<file path="src/rtl/lane_pkg.sv">
// Lane index encoding shared by the transmit-side selector and the receive-side
// demux/deserialiser, so both ends of the link agree on beat order.
package lane_pkg;

  localparam int N_LANES = 4;
  localparam int SEL_W   = 2;

  localparam logic [SEL_W-1:0] LANE0 = 2'b00;
  localparam logic [SEL_W-1:0] LANE1 = 2'b01;
  localparam logic [SEL_W-1:0] LANE2 = 2'b10;
  localparam logic [SEL_W-1:0] LANE3 = 2'b11;

endpackage

</file>
<file path="src/rtl/lane_demux_deser_frame_out_reg.sv">
// Four-lane output holding register: loads a whole frame at once and holds it
// with frame_valid until the consumer takes it.
module frame_out_reg
  import lane_pkg::*;
#(
  parameter int WIDTH = 1
) (
  input  logic                            clk,
  input  logic                            rst,
  input  logic                            load,
  input  logic [N_LANES-1:0][WIDTH-1:0]   ld_data,
  output logic                            accept_ok,
  output logic [WIDTH-1:0]                y0,
  output logic [WIDTH-1:0]                y1,
  output logic [WIDTH-1:0]                y2,
  output logic [WIDTH-1:0]                y3,
  output logic                            frame_valid,
  input  logic                            frame_ready
);

  logic [N_LANES-1:0][WIDTH-1:0] y_q, y_d;
  logic                          valid_q, valid_d;

  // A load in the same cycle as a drain wins, so back-to-back frames have no bubble.
  always_comb begin
    y_d     = y_q;
    valid_d = valid_q;
    if (load) begin
      y_d     = ld_data;
      valid_d = 1'b1;
    end else if (valid_q && frame_ready) begin
      valid_d = 1'b0;
    end
  end

  always_ff @(posedge clk) begin
    if (rst) begin
      y_q     <= '0;
      valid_q <= 1'b0;
    end else begin
      y_q     <= y_d;
      valid_q <= valid_d;
    end
  end

  assign accept_ok   = !valid_q || frame_ready;
  assign frame_valid = valid_q;
  assign y0          = y_q[0];
  assign y1          = y_q[1];
  assign y2          = y_q[2];
  assign y3          = y_q[3];

endmodule

</file>
<file path="src/rtl/lane_demux_deser.sv">
// Rebuilds 4-lane frames from a lane-serial beat stream; din_sync marks lane 0
// and realigns the lane counter, flagging any partial frame it cuts short.
module lane_demux_deser
  import lane_pkg::*;
#(
  parameter int WIDTH = 1
) (
  input  logic             clk,
  input  logic             rst,
  input  logic [WIDTH-1:0] din,
  input  logic             din_valid,
  input  logic             din_sync,
  output logic             din_ready,
  output logic [WIDTH-1:0] y0,
  output logic [WIDTH-1:0] y1,
  output logic [WIDTH-1:0] y2,
  output logic [WIDTH-1:0] y3,
  output logic             frame_valid,
  input  logic             frame_ready,
  output logic [SEL_W-1:0] sel_o,
  output logic             sync_err
);

  logic [SEL_W-1:0]              sel_q, sel_d;
  logic                          err_q, err_d;
  logic [N_LANES-2:0][WIDTH-1:0] shadow_q, shadow_d;
  logic [N_LANES-2:0]            shadow_we;
  logic                          accept;
  logic                          load;
  logic                          accept_ok;
  logic [N_LANES-1:0][WIDTH-1:0] ld_data;

  // State register
  always_ff @(posedge clk) begin
    if (rst) begin
      sel_q    <= LANE0;
      err_q    <= 1'b0;
      shadow_q <= '0;
    end else begin
      sel_q    <= sel_d;
      err_q    <= err_d;
      shadow_q <= shadow_d;
    end
  end

  // Next-state logic: a sync beat always restarts the frame at lane 1.
  always_comb begin
    sel_d = sel_q;
    err_d = 1'b0;
    if (accept) begin
      if (din_sync) begin
        sel_d = LANE1;
        err_d = (sel_q != LANE0);
      end else begin
        sel_d = sel_q + 2'd1;
      end
    end
  end

  genvar gi;
  generate
    for (gi = 0; gi < N_LANES - 1; gi++) begin : g_shadow_we
      assign shadow_we[gi] = accept &&
                             (din_sync ? (gi == 0) : (sel_q == SEL_W'(gi)));
    end
  endgenerate

  always_comb begin
    shadow_d = shadow_q;
    for (int i = 0; i < N_LANES - 1; i++) begin
      if (shadow_we[i]) shadow_d[i] = din;
    end
  end

  // Output logic
  always_comb begin
    din_ready = (sel_q != LANE3) || accept_ok;
    accept    = din_valid && din_ready;
    load      = accept && !din_sync && (sel_q == LANE3);
    ld_data   = {din, shadow_q[2], shadow_q[1], shadow_q[0]};
  end

  assign sel_o    = sel_q;
  assign sync_err = err_q;

  frame_out_reg #(.WIDTH(WIDTH)) u_frame_out_reg (
    .clk         (clk),
    .rst         (rst),
    .load        (load),
    .ld_data     (ld_data),
    .accept_ok   (accept_ok),
    .y0          (y0),
    .y1          (y1),
    .y2          (y2),
    .y3          (y3),
    .frame_valid (frame_valid),
    .frame_ready (frame_ready)
  );

endmodule

</file>
<file path="config.mk">
export PLATFORM = sky130hd
export DESIGN_NAME = lane_demux_deser
export DESIGN_NICKNAME = d
export VERILOG_FILES = /design/src/rtl/lane_pkg.sv /design/src/rtl/lane_demux_deser_frame_out_reg.sv /design/src/rtl/lane_demux_deser.sv
export SDC_FILE = /design/constraint.sdc
export NUM_CORES = 1
export LEC_CHECK = 0
export CORE_AREA = 2 2 39 41
export CTS_BUF_LIST = sky130_fd_sc_hd__clkbuf_4
export CTS_CLUSTER_SIZE = 28
export DETAILED_ROUTE_END_ITERATION = 6
export DIE_AREA = 0 0 41 43
export GPL_TIMING_DRIVEN = 0
export PLACE_DENSITY = 0.68
export SETUP_SLACK_MARGIN = 0.15
export SKIP_CTS_REPAIR_TIMING = 1
export SKIP_LAST_GASP = 1
export SYNTH_ARGS = -nofsm -noshare
export SYNTH_HDL_FRONTEND = slang
export SYNTH_HIERARCHICAL = 1
export SYNTH_SLANG_ARGS = --single-unit
</file>
<file path="constraint.sdc">
create_clock -name clk -period 3.05 [get_ports clk]
set_input_delay 0.61 -clock clk [delete_from_list [all_inputs] [get_ports clk]]
set_output_delay 0.61 -clock clk [all_outputs]
set_load 0.01 [all_outputs]
</file>
# After elaboration in Yosys (flattened, before gate mapping)
# Index checks and enable logic that the tools add are counted.
[op_classes]
n_eq_ne = 4
reduce_logical = 15
n_mux = 6
addsub = 1
n_bitwise = 2
[op_table]
columns = ["cell", "n"]
rows = [
  ["1-bit logical AND", 7],
  ["1-bit 2-to-1 mux", 5],
  ["2-bit equality test (second input constant)", 2],
  ["2-bit nonzero test", 2],
  ["3-bit OR reduction", 1],
  ["2-bit by 1-bit adder with 2-bit output (second input constant)", 1],
  ["2-bit by 1-bit equality test with 1-bit output (second input constant)", 1],
  ["1-bit zero test", 2],
  ["2-bit zero test", 1],
  ["1-bit logical OR", 2],
  ["2-bit 2-to-1 mux", 1],
  ["2-bit inequality test (second input constant)", 1],
  ["1-bit inverter", 2],
]
[totals]
reg_bits = 11
inputBits = 6
output_inout_bits = 9
wordCells = 38

# Depth between registers and ports, before layout
[depth]
ltp_word = 7
mapped_depth = 5
depth_no_buf = 4

# Cells and area by module
# Netlist, hierarchy kept.
[by_module_without_submodules]
columns = ["mod", "seq_area_each_um2", "cells_each", "area_per_inst_um2", "instances"]
rows = [
  ["lane_demux_deser", 120.1, 33, 340.3, 1],
  ["frame_out_reg", 100.1, 17, 181.4, 1],
]

# Worst setup path before layout
# No wires, ideal clock.
[synth_path]
path_type = "in2out"
startpoint = "in frame_ready"
endpoint = "out din_ready"
t_arrival_ns = 1.015
path_stages = 3
path_slack_ns = 1.425
n_path_buf = 1
t_required_ns = 2.440
path_cell_list = "nand2b_1 -> nand2b_4 -> buf_6"
[synth_via]
elab_chain_len = 2
[synth_lines]
columns = ["element", "line", "rtl"]
rows = [
  ["start, declared", "lane_demux_deser.sv:19", "input logic frame_ready,"],
  ["1-bit logical OR", "lane_demux_deser_frame_out_reg.sv:46", "assign accept_ok = !valid_q || frame_ready;"],
  ["1-bit logical OR", "lane_demux_deser.sv:77", "din_ready = (sel_q != LANE3) || accept_ok;"],
  ["end, declared", "lane_demux_deser.sv:13", "output logic din_ready,"],
]
# Every way passes these cells.

# Worst setup path in the final report
[layout_path]
startpoint = "in frame_ready"
endpoint = "out din_ready"
[layout_via]
elab_chain_len = 2
[layout_lines]
columns = ["element", "line", "rtl"]
rows = [
  ["1-bit logical OR", "lane_demux_deser_frame_out_reg.sv:46", ""],
  ["named net accept_ok", "lane_demux_deser.sv:30", "logic accept_ok;"],
  ["1-bit logical OR", "lane_demux_deser.sv:77", ""],
]
# The timed path passes the listed nets, and every way through them passes these cells.

==> results by group <==
Routing
  – DRC viols: 0
  – DR vias/cell: 4.57
  – Post-DR wirelength/cell: 10.1 um
  – Drt pass-1 iters: 2
  – Via count: 384
  – Final WL: 848 um
  – Post-route ant nets: 0
  – Starting DRT DRC Count: 3

Setup path
  – CP Capture Type: primary output
  – R2r endpoint: u_frame_out_reg/y3$_SDFFE_PP0P_
  – CP delay by family, top: buffers and inverters
  – Worst path max stage delay: 530 ps
  – Startpoint types: input port
  – Worst R2R Start: sel_o[0]$_SDFFE_PP0P_
  – Reg2Reg Depth: 5
  – Crit-path cells: clkdlybuf4s50_1 > nand2b_1 > nand2b_4 > buf_6 > clkdlybuf4s50_1
  – Buf+Inv Stages, Crit Path: 3
  – CP arrival: 1970 ps
  – Crit-path max FO: 9
  – Worst path required time: 2440 ps
  – CP dominant cell by count: clkdlybuf4s50_1
  – Worst setup path class: input port to primary output
  – Flop2flop setup slack: 1700 ps
  – Slowest stage cell, crit path: clkdlybuf4s50_1

Run status
  – Status: finished, final reports clean

Die
  – Core ar.: 1380 sq um
  – DIE AREA: 1760 sq um
  – Initial core utilization: 0.377
  – Die width: 41 um
  – Std-Cell Rows: 14
  – I/O pin total: 15
  – Die height: 43 um

STA
  – Achievable frequency: 0.388 GHz
  – Final setup violation count: 0
  – Final Max Tran Viols: 0
  – Setup ws final: 473 ps
  – Clock Skew: 10.5 ps
  – Setup TNS: 0 ps
  – RSZ-0062 raised after global routing: false
  – Actual slew at the worst max-slew pin: 393 ps
  – Crit share post-route: 0.845
  – Slew headroom: 0.737
  – Final hold violations: 0
  – Min Tclk post-route: 2580 ps

Global routing
  – Largest net degree at the start of global routing: 13
  – First-pass GRT wire length: 1.32 mm
  – GR Overflow Total: 0
  – GRT Total Usage: 0.112
  – Initial antenna violation count: 0
  – Vias in the first global route: 322

Placement
  – Final Wtd Congestion: 0.626
  – DP HPWL: 613 um
  – Dpl ws: 476 ps
  – Port buffer count: 14

Synthesis
  – YS warnings: 6
  – Post-synthesis cell type count: 17
  – #FFs+latches synth: 11
  – Cell count after synthesis: 50
  – Syn nets: 60
  – Synthesized area per cell: 10.4 sq um
  – Seq/Total Area, Yosys: 0.422
  – Cell Area, Synth: 522 sq um

Hold path
  – HP Start: ld_data[2]$_SDFFE_PP0P_
  – Hold path depth: 2
  – Worst Hold End: ld_data[2]$_SDFFE_PP0P_
  – Hold Path Class: register to register

Finish
  – Share of post-route cells with drive strength above 1: 0.147
  – Ant. Diodes: 0
  – Area taken by flip-flops and latches: 220 sq um
  – Multi-input logic area: 268 sq um
  – Fin nets: 79
  – P&R area growth vs syn: 36.5%
  – Filler cells: 140

Clocking
  – Number of CTS-inserted buffers: 3
  – CTS tree: yes
  – CTS Root Buffer Type: clkbuf_4
  – Clock-pin slew on the worst setup and hold paths: 60 ps
  – CTS max path bufs: 2
  – H-tree depth: 1
  – Clock tree sinks: 11
  – Clock Latency Late Sink: 260 ps

Job
  – Maxcap violations: 0

Power and ir drop
  – Pwr dens: 399 nW/um^2
  – Worst vdd ir: 0.000218 V
  – Pleak: 0.290 nW
state kept, by name (all words and copies together) (netlist names):
| name | cells |
|---|---|
| u_frame_out_reg/frame_valid | 1 |
| u_frame_out_reg/y1 | 1 |
| u_frame_out_reg/y3 | 1 |
| ld_data | 3 |
| u_frame_out_reg/y2 | 1 |
| sel_o | 2 |
| u_frame_out_reg/y0 | 1 |
| sync_err | 1 |
how the worst max path moves through the flow:
stage / from / endpoint / slack (ps) / cells after the start
6_report: frame_ready / din_ready / 470 / 5
5_1_grt: frame_ready / din_ready / 400 / 5
4_1_cts: frame_ready / din_ready / 460 / 5
3_5_place_dp: frame_ready / din_ready / 480 / 5
3_3_place_gp: frame_ready / din_ready / 470 / 5
2_1_floorplan: frame_ready / din_ready / 1430 / 3
cell type report:
type                            instances  area share
Multi-Input combinational cell         34       0.376
Sequential cell                        11       0.309
Timing Repair Buffer                   14       0.197
Clock buffer                            4      0.0422
Buffer                                  2      0.0316
Tap cell                               16      0.0281
Inverter                                3      0.0158
layer usage:
metal	up-vias	GRT usage	share of wire
met1	163	0.160	0.52
met5	-	0	0
met2	12	0.138	0.40
met4	0	0.0800	0.0083
li1	207	-	-
met3	2	0.0314	0.064
cells by family (layout without fill, tap and decap cells):
logic type	after synthesis	in the layout	synth area share
buffers and inverters	5	23	0.0647
DFF	11	11	0.422
AOI/OAI and AO/OA	6	6	0.0767
adders and majority gates	4	4	0.0959
muxes	7	7	0.134
and+or+nand+nor	17	17	0.206
synth_stat cells, drive strengths merged:
cell,count,share of area
a21o,1,0.017
a21oi,3,0.029
a311oi,1,0.017
and2b,1,0.014
and3,1,0.014
and4,1,0.019
buf,2,0.043
dfxtp,11,0.42
ha,4,0.096
inv,3,0.022
mux2i,7,0.13
nand2b,6,0.086
nand3,2,0.019
nand4b,1,0.017
nor2,5,0.036
o211ai,1,0.014
metrics by stage:
step	instances	area [sq um]	util	hold slack (ps)	power, W
after detailed placement	80	682	0.493	474	0.000181
after CTS	84	712	0.514	486	0.000289
final	84	712	0.514	480	0.000284
after global placement	80	682	0.493	470	0.000181
after global routing	84	712	0.514	507	0.000296
after floorplan	50	522	-	451	0.000166
worst min-delay path, stage by stage, from the launching register on:
cell and delay [ps]:
dfxtp_1 310, nand2b_1 60, mux2i_1 60
cells in the final DEF (no fill, tap or decap):
cell	count
a21o_2	1
a21oi_1	3
a311oi_1	1
and2b_1	1
and3_2	1
and4_2	1
buf_6	2
clkbuf_4	4
clkdlybuf4s50_1	14
dfxtp_1	11
ha_1	4
inv_1	3
mux2i_1	7
nand2b_1	5
nand2b_4	1
nand3_1	2
nand4b_1	1
nor2_1	5
o211ai_1	1
where the power goes:
part	total (W)	leakage, nW	internal, W	switching (W)
sequential	0.000150	0.0893	0.000147	0.00000284
clock	0.000106	0.0184	0.0000594	0.0000465
combinational	0.0000281	0.182	0.0000163	0.0000118
(Power assumes the default switching activity.)
